[src/rtl/univ_mod_counter.sv]
// ---------------------------------------------------------------------------
// univ_mod_counter
//   Universal modulo counter with programmable lower/upper bounds, a
//   programmable step size and three boundary modes:
//     00 wrap     - crossing a bound reloads the opposite bound
//     01 saturate - crossing a bound clamps to that bound
//     10 bounce   - reaching a bound clamps and reverses direction
//     11 reserved - behaves as wrap
//   Boundary events are reported with a registered one-cycle pulse.
//
// Ports
//   clk        system clock, rising edge
//   reset      asynchronous active-high reset
//   syn_clr    synchronous clear to lo (highest synchronous priority)
//   load       synchronous parallel load of d
//   en         count enable
//   up         direction in wrap/saturate modes (1 = up)
//   mode       boundary mode (see above)
//   step       unsigned step magnitude
//   lo, hi     unsigned lower / upper bound
//   d          load value
//   q          registered counter value
//   dir        registered current direction (1 = up)
//   max_tick   q == hi (combinational)
//   min_tick   q == lo (combinational)
//   bound_tick registered pulse in the cycle after a boundary event
//   cfg_err    lo > hi (combinational); suppresses counting
// ---------------------------------------------------------------------------
module univ_mod_counter #(
  parameter int N = 8
) (
  input  logic         clk,
  input  logic         reset,
  input  logic         syn_clr,
  input  logic         load,
  input  logic         en,
  input  logic         up,
  input  logic [1:0]   mode,
  input  logic [N-1:0] step,
  input  logic [N-1:0] lo,
  input  logic [N-1:0] hi,
  input  logic [N-1:0] d,
  output logic [N-1:0] q,
  output logic         dir,
  output logic         max_tick,
  output logic         min_tick,
  output logic         bound_tick,
  output logic         cfg_err
);

  localparam logic [1:0] MODE_SAT    = 2'b01;
  localparam logic [1:0] MODE_BOUNCE = 2'b10;

  logic [N-1:0] q_r, q_s;
  logic         dir_r, dir_s;
  logic         tick_r, tick_s;

  logic [N:0]   sum_s, diff_s, hi_x_s, lo_x_s;
  logic         bounce_s, eff_up_s, cfg_err_s;
  logic         over_s, reach_hi_s, under_s, reach_lo_s;

  // Arithmetic one bit wider than the counter so an overflow or borrow is
  // never mistaken for an in-range result.
  assign sum_s  = {1'b0, q_r} + {1'b0, step};
  assign diff_s = {1'b0, q_r} - {1'b0, step};
  assign hi_x_s = {1'b0, hi};
  assign lo_x_s = {1'b0, lo};

  // A borrow (diff_s[N]) always counts as having gone below lo.
  assign over_s     = (sum_s > hi_x_s);
  assign reach_hi_s = (sum_s >= hi_x_s);
  assign under_s    = diff_s[N] || (diff_s < lo_x_s);
  assign reach_lo_s = diff_s[N] || (diff_s <= lo_x_s);

  assign bounce_s  = (mode == MODE_BOUNCE);
  assign cfg_err_s = (lo > hi);
  // Bounce follows its own direction register; other modes follow up.
  assign eff_up_s  = bounce_s ? dir_r : up;

  // Next-state selection: syn_clr > load > counting step > hold.
  always_comb begin
    q_s    = q_r;
    dir_s  = dir_r;
    tick_s = 1'b0;
    if (syn_clr) begin
      q_s   = lo;
      dir_s = up;
    end else if (load) begin
      q_s   = d;
      dir_s = up;
    end else if (en && !cfg_err_s) begin
      if (!bounce_s) begin
        dir_s = up;
      end else begin
        dir_s = dir_r;
      end
      if (eff_up_s) begin
        case (mode)
          MODE_SAT: begin
            if (over_s) begin
              q_s    = hi;
              tick_s = 1'b1;
            end else begin
              q_s = sum_s[N-1:0];
            end
          end
          MODE_BOUNCE: begin
            if (reach_hi_s) begin
              q_s    = hi;
              dir_s  = 1'b0;
              tick_s = 1'b1;
            end else begin
              q_s = sum_s[N-1:0];
            end
          end
          default: begin
            if (over_s) begin
              q_s    = lo;
              tick_s = 1'b1;
            end else begin
              q_s = sum_s[N-1:0];
            end
          end
        endcase
      end else begin
        case (mode)
          MODE_SAT: begin
            if (under_s) begin
              q_s    = lo;
              tick_s = 1'b1;
            end else begin
              q_s = diff_s[N-1:0];
            end
          end
          MODE_BOUNCE: begin
            if (reach_lo_s) begin
              q_s    = lo;
              dir_s  = 1'b1;
              tick_s = 1'b1;
            end else begin
              q_s = diff_s[N-1:0];
            end
          end
          default: begin
            if (under_s) begin
              q_s    = hi;
              tick_s = 1'b1;
            end else begin
              q_s = diff_s[N-1:0];
            end
          end
        endcase
      end
    end else begin
      // Idle: direction still tracks up outside bounce unless the bounds
      // are inconsistent, in which case everything holds.
      if (!bounce_s && !cfg_err_s) begin
        dir_s = up;
      end else begin
        dir_s = dir_r;
      end
    end
  end

  // State register with asynchronous reset.
  always_ff @(posedge clk or posedge reset) begin
    if (reset) begin
      q_r    <= {N{1'b0}};
      dir_r  <= 1'b1;
      tick_r <= 1'b0;
    end else begin
      q_r    <= q_s;
      dir_r  <= dir_s;
      tick_r <= tick_s;
    end
  end

  assign q          = q_r;
  assign dir        = dir_r;
  assign bound_tick = tick_r;
  assign max_tick   = (q_r == hi);
  assign min_tick   = (q_r == lo);
  assign cfg_err    = cfg_err_s;

endmodule

[config.mk]
export PLATFORM = sky130hd
export DESIGN_NAME = univ_mod_counter
export DESIGN_NICKNAME = d
export VERILOG_FILES = /design/src/rtl/univ_mod_counter.sv
export SDC_FILE = /design/constraint.sdc
export NUM_CORES = 1
export LEC_CHECK = 0
export CORE_AREA = 2 2 80 82
export DETAILED_ROUTE_END_ITERATION = 10
export DIE_AREA = 0 0 82 84
export PLACE_DENSITY = 0.79
export SETUP_SLACK_MARGIN = 0.1
export SLEW_MARGIN = 20
export SYNTH_ARGS = -nofsm -noshare
export SYNTH_HDL_FRONTEND = slang
export SYNTH_SLANG_ARGS = --single-unit
[constraint.sdc]
create_clock -name clk -period 4.5 [get_ports clk]
set_input_delay 0.45 -clock clk [delete_from_list [all_inputs] [get_ports clk]]
set_output_delay 0.45 -clock clk [all_outputs]
set_load 0.005 [all_outputs]
==> impl.org <==
** Cells and area
- Layout cells sized above 1 :: 11.0%
- The area growth from synthesis to layout is 27.1%.
- After routing the design area is 0.00377 mm^2.
- Number of inserted diodes :: 0
- The library cells used most frequently in the layout, excluding fill and tap cells, are 52 x sky130_fd_sc_hd__clkdlybuf4s50_1, 40 x sky130_fd_sc_hd__ha_1, 39 x sky130_fd_sc_hd__inv_1.
- In the final design database the tool counted approximately 560 nets.
- Most common library cell in the layout ignoring fill and taps :: sky130_fd_sc_hd__clkdlybuf4s50_1

** Global route
- Vias in the first global route :: approximately 3,400
- Global routing used around 34% of the available tracks across all layers.
- First-pass GRT wire length :: 17,600 um
- Summed over all layers, the global routing overflow is 0.
- Initial antenna violation count :: 0
- Largest net degree at the start of global routing :: 22

** Setup path
- The worst setup path is launched from an input port.
- For the worst setup path, the data required time is roughly 4.6 ns.
- The critical path is of the in -> reg type.
- Walking the worst path, the cells encountered are clkdlybuf4s50_1, ha_1, inv_1, fa_2, a211o_1, a21o_1, a21oi_2, xnor2_1, ha_1, o211ai_1, a22oi_1, o21ai_1, buf_4, or2_2, a22o_1, a221oi_1, nor3_1, o22a_1.
- Delay of the slowest cell on the worst path :: roughly 0.50 ns
- Along the worst path, the maximum fanout reaches 7.
- Arrival time worst endpoint :: around 4.4 ns
- Among all stages on the critical path, the largest delay is contributed by sky130_fd_sc_hd__clkdlybuf4s50_1.
- By instance count, the cell type seen most on the critical path is sky130_fd_sc_hd__ha_1.
- STA classifies the critical path endpoint as a register.

** Power and ir drop
- Net switching is 51.1% of the power.
- Combinational Power Share :: 79.8%
- The share of total power dissipated in the clock network is 10.1%.
- Power density cells :: 335 mW/mm^2
- Largest voltage drop on the vdd net :: ~210 uV
- For this design the static power due to leakage is ~1.6 nW.
- Cell internal power dissipation :: 0.616 mW
- Sequential fraction of design power :: 10.1%
- Summed over all nets, the switching power comes to ~0.65 mW.

** Placed design
- HPWL after detailed placement :: roughly 9100 um
- Cell area after placement :: around 0.0037 mm^2
- Port Buffers :: 52
- At the placement stage, the worst setup path has a slack of -0.0811 ns.
- Routability-driven placement congestion ratio :: 1.01

** CTS
- Post-CTS setup buffers :: 0
- Maximum level of the CTS H-tree :: 1
- Deepest clock path buffer count :: 2
- Number of clock sinks :: 10
- After clock tree synthesis, the clock-pin slew on the worst setup and hold paths is 0.07 ns.
- TritonCTS Buffers :: 3
- Clock network latency to the later pin of the worst-skew pair :: 0.26 ns
- CTS tree :: yes
- Clock tree root buffer cell :: sky130_fd_sc_hd__clkbuf_8

** Timing
- Setup violations remaining at the end of the flow were counted as 0.
- Actual slew at the worst max-slew pin :: 0.782 ns
- Measured against its own limit, the worst slew margin works out to between 40% and 50%.
- Static timing analysis puts the maximum clock frequency at approximately 240 MHz.
- Setup repair after global routing could not meet its margin everywhere.
- Worst Hold Margin :: 0.520 ns
- Max-slew violation count :: 0
- Worst Slack Setup Final :: ~0.28 ns
- Setup skew after layout :: between 0.01 and 0.015 ns
- Final hold violations :: 0
- In the finished design, the share of the clock period the worst path needs comes to ~94%.
- The routed design could run at a clock period as short as 4.22 ns.

** Synth
- Post-synth top flop :: sky130_fd_sc_hd__dfrtp_1
- Netlist Area Pre-Place :: between 0.002 and 0.003 mm^2
- Top area cells in the synthesized netlist :: sky130_fd_sc_hd__ha_1 18%, sky130_fd_sc_hd__dfrtp_1 7.6%, sky130_fd_sc_hd__xnor2_1 6.2%
- In the synthesized netlist the async set-or-reset flop fraction comes to 100%.
- Mean area per synthesized cell :: between 7 and 8 um^2
- The share of synthesized area in the top cell type comes to between 15 and 20%.
- Counting flops with a built-in enable in the synthesized netlist gives 0.
- Number of synthesis warnings :: 0
- Share of the yosys chip area belonging to registers :: 8.48%
- Summed over all instances, the cell type with the most area after synthesis is sky130_fd_sc_hd__ha_1.
- Synthesis instantiated 56 different standard cells from the library.
- In the synthesized netlist, the number of instances is between 400 and 500.
- Number of flip-flops and latches in the synthesized netlist :: 10
- Synthesized netlist net count :: about 500

** Routing
- Average detailed-routed wire length per instance :: approximately 21 um
- Once detail routing completed, the nets flagged for antenna violations numbered 0.
- The routed layout has about 3,600 vias.
- The first routing iteration left 390 violations.
- Using the TritonRoute via totals, the vias-per-cell ratio works out to 6.52.
- Number of detailed-route iterations in the first pass :: 5
- The final layout contains routed wiring with a total length of around 12,000 um.
- After detailed routing, the number of remaining DRC violations is 0.

** Floorplan
- The initial utilization of the core area, before any placement, comes to about half.
- IO Count :: 53
- The floorplan has 29 rows.
- Measured along the x axis, the die boundary spans 82 um.
- Die extent in y :: around 84 um
- The die covers approximately 0.0069 mm^2.
- Standard cell core area :: slightly above 0.006 mm^2

** Job
- Across the run, the number of max-cap violations was 0.

** Min path
- Classification of the worst-slack hold path :: in -> async

** Status
- The flow ran to the end, and the final reports show no timing, DRC or antenna violations.
## layout make-up
class | count | area (um^2)
multi-input cells | 342 | 2520
fillers | 617 | 2330
repair buffers | 75 | 693
flip-flops and latches | 10 | 251
inverters | 40 | 150
well taps | 77 | 96.3
clock buffers | 4 | 55.1
## kinds of logic (layout without fill, tap and decap cells)
group                      after synthesis  count (layout)  synth area share [%]
and+or+nand+nor                        124             124                  21.3
muxes                                   12              12                  4.05
xor gates and xnor gates                24              24                  7.09
buffers and inverters                   58             119                  8.10
DFF                                     10              10                  8.48
adders and majority gates               44              44                  19.1
AOI/OAI and AO/OA                      138             138                  31.9
## flip-flops by register name, indices dropped and copies added (netlist names)
name / flops
q: 8
dir: 1
bound_tick: 1
## power by group through the flow
stage               Clock, mW  Sequential, mW  Combinational (mW)
floorplan                   0           0.125               0.598
global placement            0           0.127               0.934
finish                  0.128           0.127                1.01
detailed placement          0           0.128               0.945
CTS                     0.125           0.126               0.954
global route            0.130           0.129                1.08
## worst max-delay path, delay by kind of cell
family	cells	cell delay (ns)
xor+xnor	1	0.11
compound gates	9	1.78
buf+inv	3	0.72
fa+ha+maj	3	0.88
simple gates	2	0.42
## final timing paths
kind,startpoint,to,slack (ns),depth (start not counted)
max,step[0],q[7],0.28,18
min,reset,q[1],0.52,2
max reg2reg,q[0],q[7],0.34,18
min reg2reg,dir,dir,0.60,1
max in group asynchronous,reset,q[7],3.61,2
min in group clk,dir,dir,0.60,1
## through the flow
step / TNS, ns / instances / power (mW) / utilization (%)
finish: 0 / 548 / 1.26 / 61.8
CTS: 0 / 548 / 1.21 / 61.0
global placement: 0 / 544 / 1.06 / 60.1
floorplan: 0 / 410 / 0.722 / -
detailed placement: -0.187 / 544 / 1.07 / 60.1
global route: 0 / 548 / 1.34 / 61.8
## metal layers
metal	part of all wire (%)	wire length [um]	track usage (%)
met5	0	0	0
met4	3.3	385	12.7
met3	10	1190	5.95
met2	46	5310	53.7
met1	40	4670	45.0
## timing repair
item                       CTS  global route
resized for setup            0            11
setup endpoints to repair    0             8
hold buffers                 0             0
## synthesized netlist by cell type, drive strengths merged, types with 3 or more instances
cell	n
xnor2	21
a21o	6
mux2i	12
nand4	12
a31oi	9
a211oi	8
o221ai	5
o31ai	5
nand3	14
nand2	31
nand3b	3
nor2b	3
and3	5
ha	42
buf	8
a32oi	4
or2	4
nor2	29
or3	3
o211ai	8
a221oi	5
dfrtp	9
xor2	3
nand2b	5
a21oi	35
clkbuf	10
nor3	11
o21ai	32
inv	40
No activity file was read; power rests on OpenSTA's default activity.
